### config.mk
export PLATFORM = sky130hd
export DESIGN_NAME = score_tally
export DESIGN_NICKNAME = d
export VERILOG_FILES = /design/src/rtl/score_pkg.sv /design/src/rtl/score_tally_bcd.sv /design/src/rtl/score_tally.sv
export SDC_FILE = /design/constraint.sdc
export NUM_CORES = 1
export LEC_CHECK = 0
export CORE_MARGIN = 10
export CORE_UTILIZATION = 55
export CTS_CLUSTER_SIZE = 16
export DETAILED_ROUTE_END_ITERATION = 16
export PLACE_DENSITY = 0.94
export SLEW_MARGIN = 15
export SYNTH_ARGS = -nofsm -noshare
export SYNTH_HDL_FRONTEND = slang
export SYNTH_SLANG_ARGS = --single-unit
### constraint.sdc
create_clock -name frame_clk -period 15.3 [get_ports frame_clk]
set_input_delay 2.295 -clock frame_clk [delete_from_list [all_inputs] [get_ports frame_clk]]
set_output_delay 2.295 -clock frame_clk [all_outputs]
set_load 0.02 [all_outputs]
### src/rtl/score_pkg.sv
// Shared types, key codes and default geometry for the score tally block.
package score_pkg;

  typedef enum logic [1:0] {
    IDLE = 2'd0,
    PLAY = 2'd1,
    DONE = 2'd2
  } game_state_t;

  typedef enum logic [1:0] {
    CONV_IDLE  = 2'd0,
    CONV_SHIFT = 2'd1,
    CONV_DONE  = 2'd2
  } conv_state_t;

  localparam logic [7:0] KEY_START = 8'h2c;
  localparam logic [7:0] KEY_CLEAR = 8'h01;

  localparam int unsigned Y_MAX_DEF     = 400;
  localparam int unsigned ARROW_H_DEF   = 40;
  localparam int unsigned SCORE_MAX_DEF = 9999;

  localparam int unsigned BIN_W      = 14;
  localparam int unsigned BCD_W      = 16;
  localparam int unsigned DD_W       = BIN_W + BCD_W;
  localparam logic [3:0]  LAST_SHIFT = 4'(BIN_W - 1);

  // One double-dabble iteration on {bcd[15:0], bin[13:0]}: add 3 to any
  // digit of 5 or more, then shift the whole register left by one.
  function automatic logic [DD_W-1:0] dd_step(input logic [DD_W-1:0] s);
    logic [DD_W-1:0] a;
    a = s;
    for (int unsigned d = 0; d < 4; d++) begin
      if (a[BIN_W + 4*d +: 4] >= 4'd5)
        a[BIN_W + 4*d +: 4] = a[BIN_W + 4*d +: 4] + 4'd3;
    end
    return {a[DD_W-2:0], 1'b0};
  endfunction

endpackage

### src/rtl/score_tally_bcd.sv
// Iterative 14-bit binary to 4-digit BCD converter: one load cycle followed
// by 14 shift cycles; the result register only changes on completion.
module bin_to_bcd14
  import score_pkg::*;
(
  input  logic        frame_clk,
  input  logic        Reset,
  input  logic        clear,
  input  logic        start,
  input  logic [13:0] bin,
  output logic        busy,
  output logic        done,
  output logic [15:0] bcd
);

  conv_state_t     state_q, state_d;
  logic [3:0]      cnt_q;
  logic [DD_W-1:0] sreg_q;
  logic [DD_W-1:0] sreg_step;
  logic [15:0]     bcd_q;

  assign sreg_step = dd_step(sreg_q);

  // Converter state register.
  always_ff @(posedge frame_clk or negedge Reset) begin
    if (!Reset) state_q <= CONV_IDLE;
    else        state_q <= state_d;
  end

  // Next state: a start is accepted while idle or in the completion cycle.
  always_comb begin
    state_d = state_q;
    if (clear) begin
      state_d = CONV_IDLE;
    end else begin
      unique case (state_q)
        CONV_IDLE, CONV_DONE: state_d = start ? CONV_SHIFT : CONV_IDLE;
        CONV_SHIFT:           if (cnt_q == LAST_SHIFT) state_d = CONV_DONE;
        default:              state_d = CONV_IDLE;
      endcase
    end
  end

  // Shift register, shift counter and result register.
  always_ff @(posedge frame_clk or negedge Reset) begin
    if (!Reset) begin
      cnt_q  <= '0;
      sreg_q <= '0;
      bcd_q  <= '0;
    end else if (clear) begin
      cnt_q  <= '0;
      sreg_q <= '0;
      bcd_q  <= '0;
    end else if (state_q != CONV_SHIFT) begin
      if (start) begin
        sreg_q <= {16'h0000, bin};
        cnt_q  <= '0;
      end
    end else begin
      sreg_q <= sreg_step;
      cnt_q  <= cnt_q + 4'd1;
      if (cnt_q == LAST_SHIFT) bcd_q <= sreg_step[DD_W-1:BIN_W];
    end
  end

  assign busy = (state_q == CONV_SHIFT);
  assign done = (state_q == CONV_DONE);
  assign bcd  = bcd_q;

endmodule

### src/rtl/score_tally.sv
// Dropper consumer: resolves each arrow once as hit or miss, keeps game
// statistics and a saturating score, and publishes the score as BCD.
module score_tally
  import score_pkg::*;
#(
  parameter int unsigned N_DROPS   = 8,
  parameter int unsigned POINTS    = 10,
  parameter int unsigned Y_MAX     = Y_MAX_DEF,
  parameter int unsigned ARROW_H   = ARROW_H_DEF,
  parameter int unsigned SCORE_MAX = SCORE_MAX_DEF
) (
  input  logic                 frame_clk,
  input  logic                 Reset,
  input  logic [7:0]           keycode,
  input  logic [7:0]           keycode_second,
  input  logic [N_DROPS-1:0]   score_in,
  input  logic [N_DROPS*10-1:0] drop_y,
  output logic [7:0]           hit_count,
  output logic [7:0]           miss_count,
  output logic [7:0]           combo,
  output logic [7:0]           max_combo,
  output logic [15:0]          score_bcd,
  output logic                 score_valid,
  output logic                 game_over,
  output logic [1:0]           state_out
);

  localparam int unsigned CW = $clog2(N_DROPS + 1);

  game_state_t        state_q, state_d;
  logic [N_DROPS-1:0] resolved_q, hit_v, miss_v;
  logic [CW-1:0]      h_cnt, m_cnt;
  logic [7:0]         hit_q, miss_q, combo_q, maxc_q;
  logic [7:0]         hit_d, miss_d, combo_d, maxc_d;
  logic [8:0]         hit_sum, miss_sum, combo_sum;
  logic [13:0]        score_q, score_d;
  logic [17:0]        score_sum;
  logic [15:0]        bcd_q, conv_bcd;
  logic               pending_q, valid_q;
  logic               key_start, key_clear, start_game, score_chg;
  logic               conv_start, conv_busy, conv_done, commit;

  assign key_start  = (keycode == KEY_START) || (keycode_second == KEY_START);
  assign key_clear  = (keycode == KEY_CLEAR) || (keycode_second == KEY_CLEAR);
  assign start_game = (state_q == IDLE) && key_start;

  // Game state register.
  always_ff @(posedge frame_clk or negedge Reset) begin
    if (!Reset) state_q <= IDLE;
    else        state_q <= state_d;
  end

  // Game next state; DONE follows the cycle in which resolved[] fills up.
  always_comb begin
    state_d = state_q;
    unique case (state_q)
      IDLE:    if (key_start) state_d = PLAY;
      PLAY:    if (key_clear) state_d = IDLE;
               else if (&resolved_q) state_d = DONE;
      DONE:    if (key_clear) state_d = IDLE;
      default: state_d = IDLE;
    endcase
  end

  // New hit/miss events for unresolved droppers, plus their popcounts.
  always_comb begin
    hit_v  = '0;
    miss_v = '0;
    h_cnt  = '0;
    m_cnt  = '0;
    for (int unsigned i = 0; i < N_DROPS; i++) begin
      if ((state_q == PLAY) && !resolved_q[i]) begin
        hit_v[i]  = score_in[i];
        miss_v[i] = !score_in[i] &&
                    (({1'b0, drop_y[10*i +: 10]} + 11'(ARROW_H)) >= 11'(Y_MAX));
      end
      h_cnt = h_cnt + CW'(hit_v[i]);
      m_cnt = m_cnt + CW'(miss_v[i]);
    end
  end

  // Saturating statistics and score for this cycle's events.
  always_comb begin
    hit_sum   = {1'b0, hit_q} + 9'(h_cnt);
    miss_sum  = {1'b0, miss_q} + 9'(m_cnt);
    combo_sum = {1'b0, combo_q} + 9'(h_cnt);
    hit_d     = hit_sum[8] ? 8'hff : hit_sum[7:0];
    miss_d    = miss_sum[8] ? 8'hff : miss_sum[7:0];
    combo_d   = (m_cnt != '0) ? 8'h00 : (combo_sum[8] ? 8'hff : combo_sum[7:0]);
    maxc_d    = (combo_d > maxc_q) ? combo_d : maxc_q;
    score_sum = 18'(score_q) + 18'(h_cnt) * 18'(POINTS);
    score_d   = (score_sum > 18'(SCORE_MAX)) ? 14'(SCORE_MAX) : score_sum[13:0];
  end

  // A change that arrives mid-conversion is remembered in pending_q; the
  // stale result is then discarded and the converter reloads with the
  // current score in its completion cycle.
  assign score_chg  = (score_d != score_q);
  assign conv_start = !conv_busy && (score_chg || pending_q) && !start_game;
  assign commit     = conv_done && !pending_q;

  // Statistics, resolution flags and score bookkeeping.
  always_ff @(posedge frame_clk or negedge Reset) begin
    if (!Reset) begin
      resolved_q <= '0;
      hit_q      <= '0;
      miss_q     <= '0;
      combo_q    <= '0;
      maxc_q     <= '0;
      score_q    <= '0;
      bcd_q      <= '0;
      pending_q  <= 1'b0;
      valid_q    <= 1'b1;
    end else if (start_game) begin
      resolved_q <= '0;
      hit_q      <= '0;
      miss_q     <= '0;
      combo_q    <= '0;
      maxc_q     <= '0;
      score_q    <= '0;
      bcd_q      <= '0;
      pending_q  <= 1'b0;
      valid_q    <= 1'b1;
    end else begin
      resolved_q <= resolved_q | hit_v | miss_v;
      hit_q      <= hit_d;
      miss_q     <= miss_d;
      combo_q    <= combo_d;
      maxc_q     <= maxc_d;
      score_q    <= score_d;
      pending_q  <= conv_busy ? (pending_q | score_chg) : 1'b0;
      if (commit) bcd_q <= conv_bcd;
      if (score_chg)   valid_q <= 1'b0;
      else if (commit) valid_q <= 1'b1;
    end
  end

  bin_to_bcd14 u_bcd (
    .frame_clk (frame_clk),
    .Reset     (Reset),
    .clear     (start_game),
    .start     (conv_start),
    .bin       (score_d),
    .busy      (conv_busy),
    .done      (conv_done),
    .bcd       (conv_bcd)
  );

  assign hit_count   = hit_q;
  assign miss_count  = miss_q;
  assign combo       = combo_q;
  assign max_combo   = maxc_q;
  assign score_bcd   = commit ? conv_bcd : bcd_q;
  assign score_valid = valid_q | commit;
  assign game_over   = (state_q == DONE);
  assign state_out   = state_q;

endmodule
==> metrics.cfg <==
[outcome]
status = finished clean

[clock_tree]
cts.reportedPaths.clkPinSlew_ns = 0.06
numCtsBuffers = 17
clockRootBuffer = clkbuf_16
clock-sinks = 126
cts_setup_buffers = 0
clk_path_buf_depth = 2
cts-hold-fix-buffers = 0
htree_levels = 4
post_cts_resize_count = 0
cts_tree = done
clock_latency_ns = 0.43

[synthesis]
postSynthCellCount = 895
synthDistinctLibCells = 79
ys_warn_count = 0
ys_ff_latch = 126
synth_edf_count = 0
synth_top_area_share_pct = 37.5
yosys.area.top_type = dfrtp_1
avgSynthCellArea_um2 = 9.31
yosysSeqAreaShare_pct = 37.9
yosys.area_share.simple_pct = 20.1
synth_xor_area_share_pct = 3.56
syn_area_mm2 = 0.00833
synthMuxAreaShare_pct = 5.12
synth-compound-area-share_pct = 18.5
synthTopCellsByArea = dfrtp_1, ha_1, a21oi_1
yosysMostFrequentCell = dfrtp_1
synth_fa_ha_area_share_pct = 11.2
synthFlopType = dfrtp_1
syn-num-nets = 1066
synth_common_cells = dfrtp_1, nor2_1, a21oi_1
synth_top_family_by_area = simple AND/OR/NAND/NOR gates
async_reset_ff_share_pct = 100

[timing]
tightest_slew_ns = 1.12
layout_setup_ws_ns = 5.16
finalHoldViolCount = 0
finalClockSkew_ns = 0.00800
setup_tns_ns = 0
setup_viol = 0
report.final.slew_viol_count = 0
fmax_mhz = 98.6
rsz0062_at_grt = false
period_share_pct = 66.3
post-route-min-period_ns = 10.14
max_slew_margin_pct = 25.1

[floorplan]
dieArea_mm2 = 0.0205
die_h_um = 143
fp.coreArea_mm2 = 0.0147
die_x_um = 143
pin_count = 158
rows = 44
initial_core_util_pct = 56.7

[drt]
drt-vias-per-instance = 6.35
first_pass_iters = 5
drc = 0
vias = 7718
drt_iter0_drc = 622
routed_wl_mm = 24.3
ant_nets = 0
wire_per_inst_um = 20.0

[global_routing]
track_usage_pct = 23.6
grt_remaining_overflow = 0
grt_max_degree = 87
grt_pass1_vias = 7963
antenna_found_initial = 0
grt_pass1_wl_mm = 39.7

[critical_path]
startpoint_type = input port
cp_max_fo = 12
cpMaxStageDelayCell = xor2_1
cp.arrival_ns = 10.46
path_common_cell = ha_1
path_cells = clkdlybuf4s50_1 > nor3b_1 > fa_1 > inv_1 > fa_1 > fa_1 > inv_1 > ha_1 > fa_1 > xor2_1 > ha_1 > ha_1 > ha_1 > ha_1 > nand2_1 > o31a_2 > mux2i_1 > or4_1 > and4_1 > o21ba_1 > mux2i_1 > nand3_1 > o311a_1
crit_path_max_incr_delay_ns = 0.87
critPathCaptureType = register
cp.required_ns = 15.62
cp_top_family = adder cells
crit_buf_inv = 3
crit_type = input port to register
rrSetupSlack_ns = 6.55

[cells_and_area]
final_nets = 1190
drive_gt1_share_pct = 7.37
areaGrowthSynthToFinish_pct = 24.6
n_antenna_cell = 0

[power_and_ir_drop]
p_int_mw = 0.968
p_per_area_mw_per_mm2 = 155
clkPwrFrac_pct = 24.6
power_leakage_nw = 4.65
p_sw_share_pct = 39.6
seq_power_share_pct = 33.5
power.switching_mw = 0.635
ir_drop_v = 0.0000966
combPwrFrac_pct = 41.8

[placed_design]
globalplace.congestion = 0.880
place_ws_ns = 5.03
io_buffers = 133
place_hpwl_mm = 15.8

[min_path]
hp-class = register to register

[flow_run]
max_cap_viol_count = 0

layout by cell type (no fill, tap or decap), drive strengths merged, types with 11 or more instances in the layout:
cell type	netlist	final
and2	24	24
nand2	46	46
inv	41	42
nor2	96	96
nor3b	11	11
mux2	18	18
a21oi	86	86
clkbuf	21	22
nand3	30	30
nor2b	22	22
ha	53	53
and3	12	12
o21ai	35	35
mux2i	22	22
nand4	13	13
a21o	13	13
a31oi	13	13
a211oi	14	14
fa	12	12
dfrtp	125	125
xor2	15	15
clkdlybuf4s50	0	132
xnor2	18	18
nor3	21	21
power groups by stage:
stage          sequential [mW]  combinational, mW  clock (mW)
6_report                 0.538              0.671       0.395
5_1_grt                  0.550              0.733       0.407
4_1_cts                  0.532              0.664       0.391
3_5_place_dp             0.532              0.641           0
3_3_place_gp             0.528              0.610           0
2_1_floorplan            0.530              0.440           0
sequential cells by signal (all words and copies together), names as in the netlist, 8 cells and up:
name,count
u_bcd.sreg_q,30
hit_count,8
miss_count,8
combo,8
bcd_q,16
u_bcd.bcd,16
max_combo,8
resolved_q,8
score_q,14
layer usage:
metal / part of all wire [%] / vias up / wire (µm) / global-route usage (%)
met1: 39 / 3752 / 9560 / 27.0
met4: 3.3 / 0 / 810 / 11.2
li1: - / 3534 / - / -
met2: 50 / 359 / 12100 / 40.3
met3: 7.4 / 73 / 1800 / 6.17
met5: 0 / - / 0 / 0
through the flow:
step	cell area, µm²	utilization [%]	hold WS [ns]	instances	power [mW]
global route	10400	70.6	0.540	1215	1.69
finish	10400	70.6	0.511	1215	1.60
global placement	9810	66.7	0.490	1184	1.14
floorplan	8330	-	0.466	895	0.970
detailed placement	9810	66.7	0.501	1184	1.17
CTS	10400	70.6	0.507	1215	1.59
worst paths after layout:
check	cells after the start	end	start
hold reg to reg	1	u_bcd.sreg_q[6]$_DFFE_PN0P_	u_bcd.sreg_q[5]$_DFFE_PN0P_
hold / removal	1	u_bcd.sreg_q[6]$_DFFE_PN0P_	u_bcd.sreg_q[5]$_DFFE_PN0P_
setup / recovery	23	u_bcd.sreg_q[1]$_DFFE_PN0P_	score_in[0]
min in group asynchronous	1	miss_count[7]$_DFF_PN0_	Reset
max in group asynchronous	2	score_q[8]$_DFF_PN0_	Reset
setup reg to reg	23	u_bcd.sreg_q[1]$_DFFE_PN0P_	state_out[1]$_DFFE_PN0P_
cells by family after synthesis:
group / count (synthesis)
and+or+nand+nor: 321
AOI/OAI and AO/OA: 231
adders and majority gates: 68
buffers and inverters: 76
DFF: 126
xor gates and xnor gates: 33
muxes: 40
final cells by class:
| type | count | area (µm²) |
|---|---|---|
| fillers | 963 | 4320 |
| inverters | 42 | 158 |
| clock buffers | 22 | 484 |
| repair buffers | 139 | 1370 |
| multi-input cells | 693 | 4890 |
| well taps | 184 | 230 |
| flip-flops and latches | 126 | 3150 |
| clock inverters | 9 | 85.1 |
(Power assumes the default switching activity.)
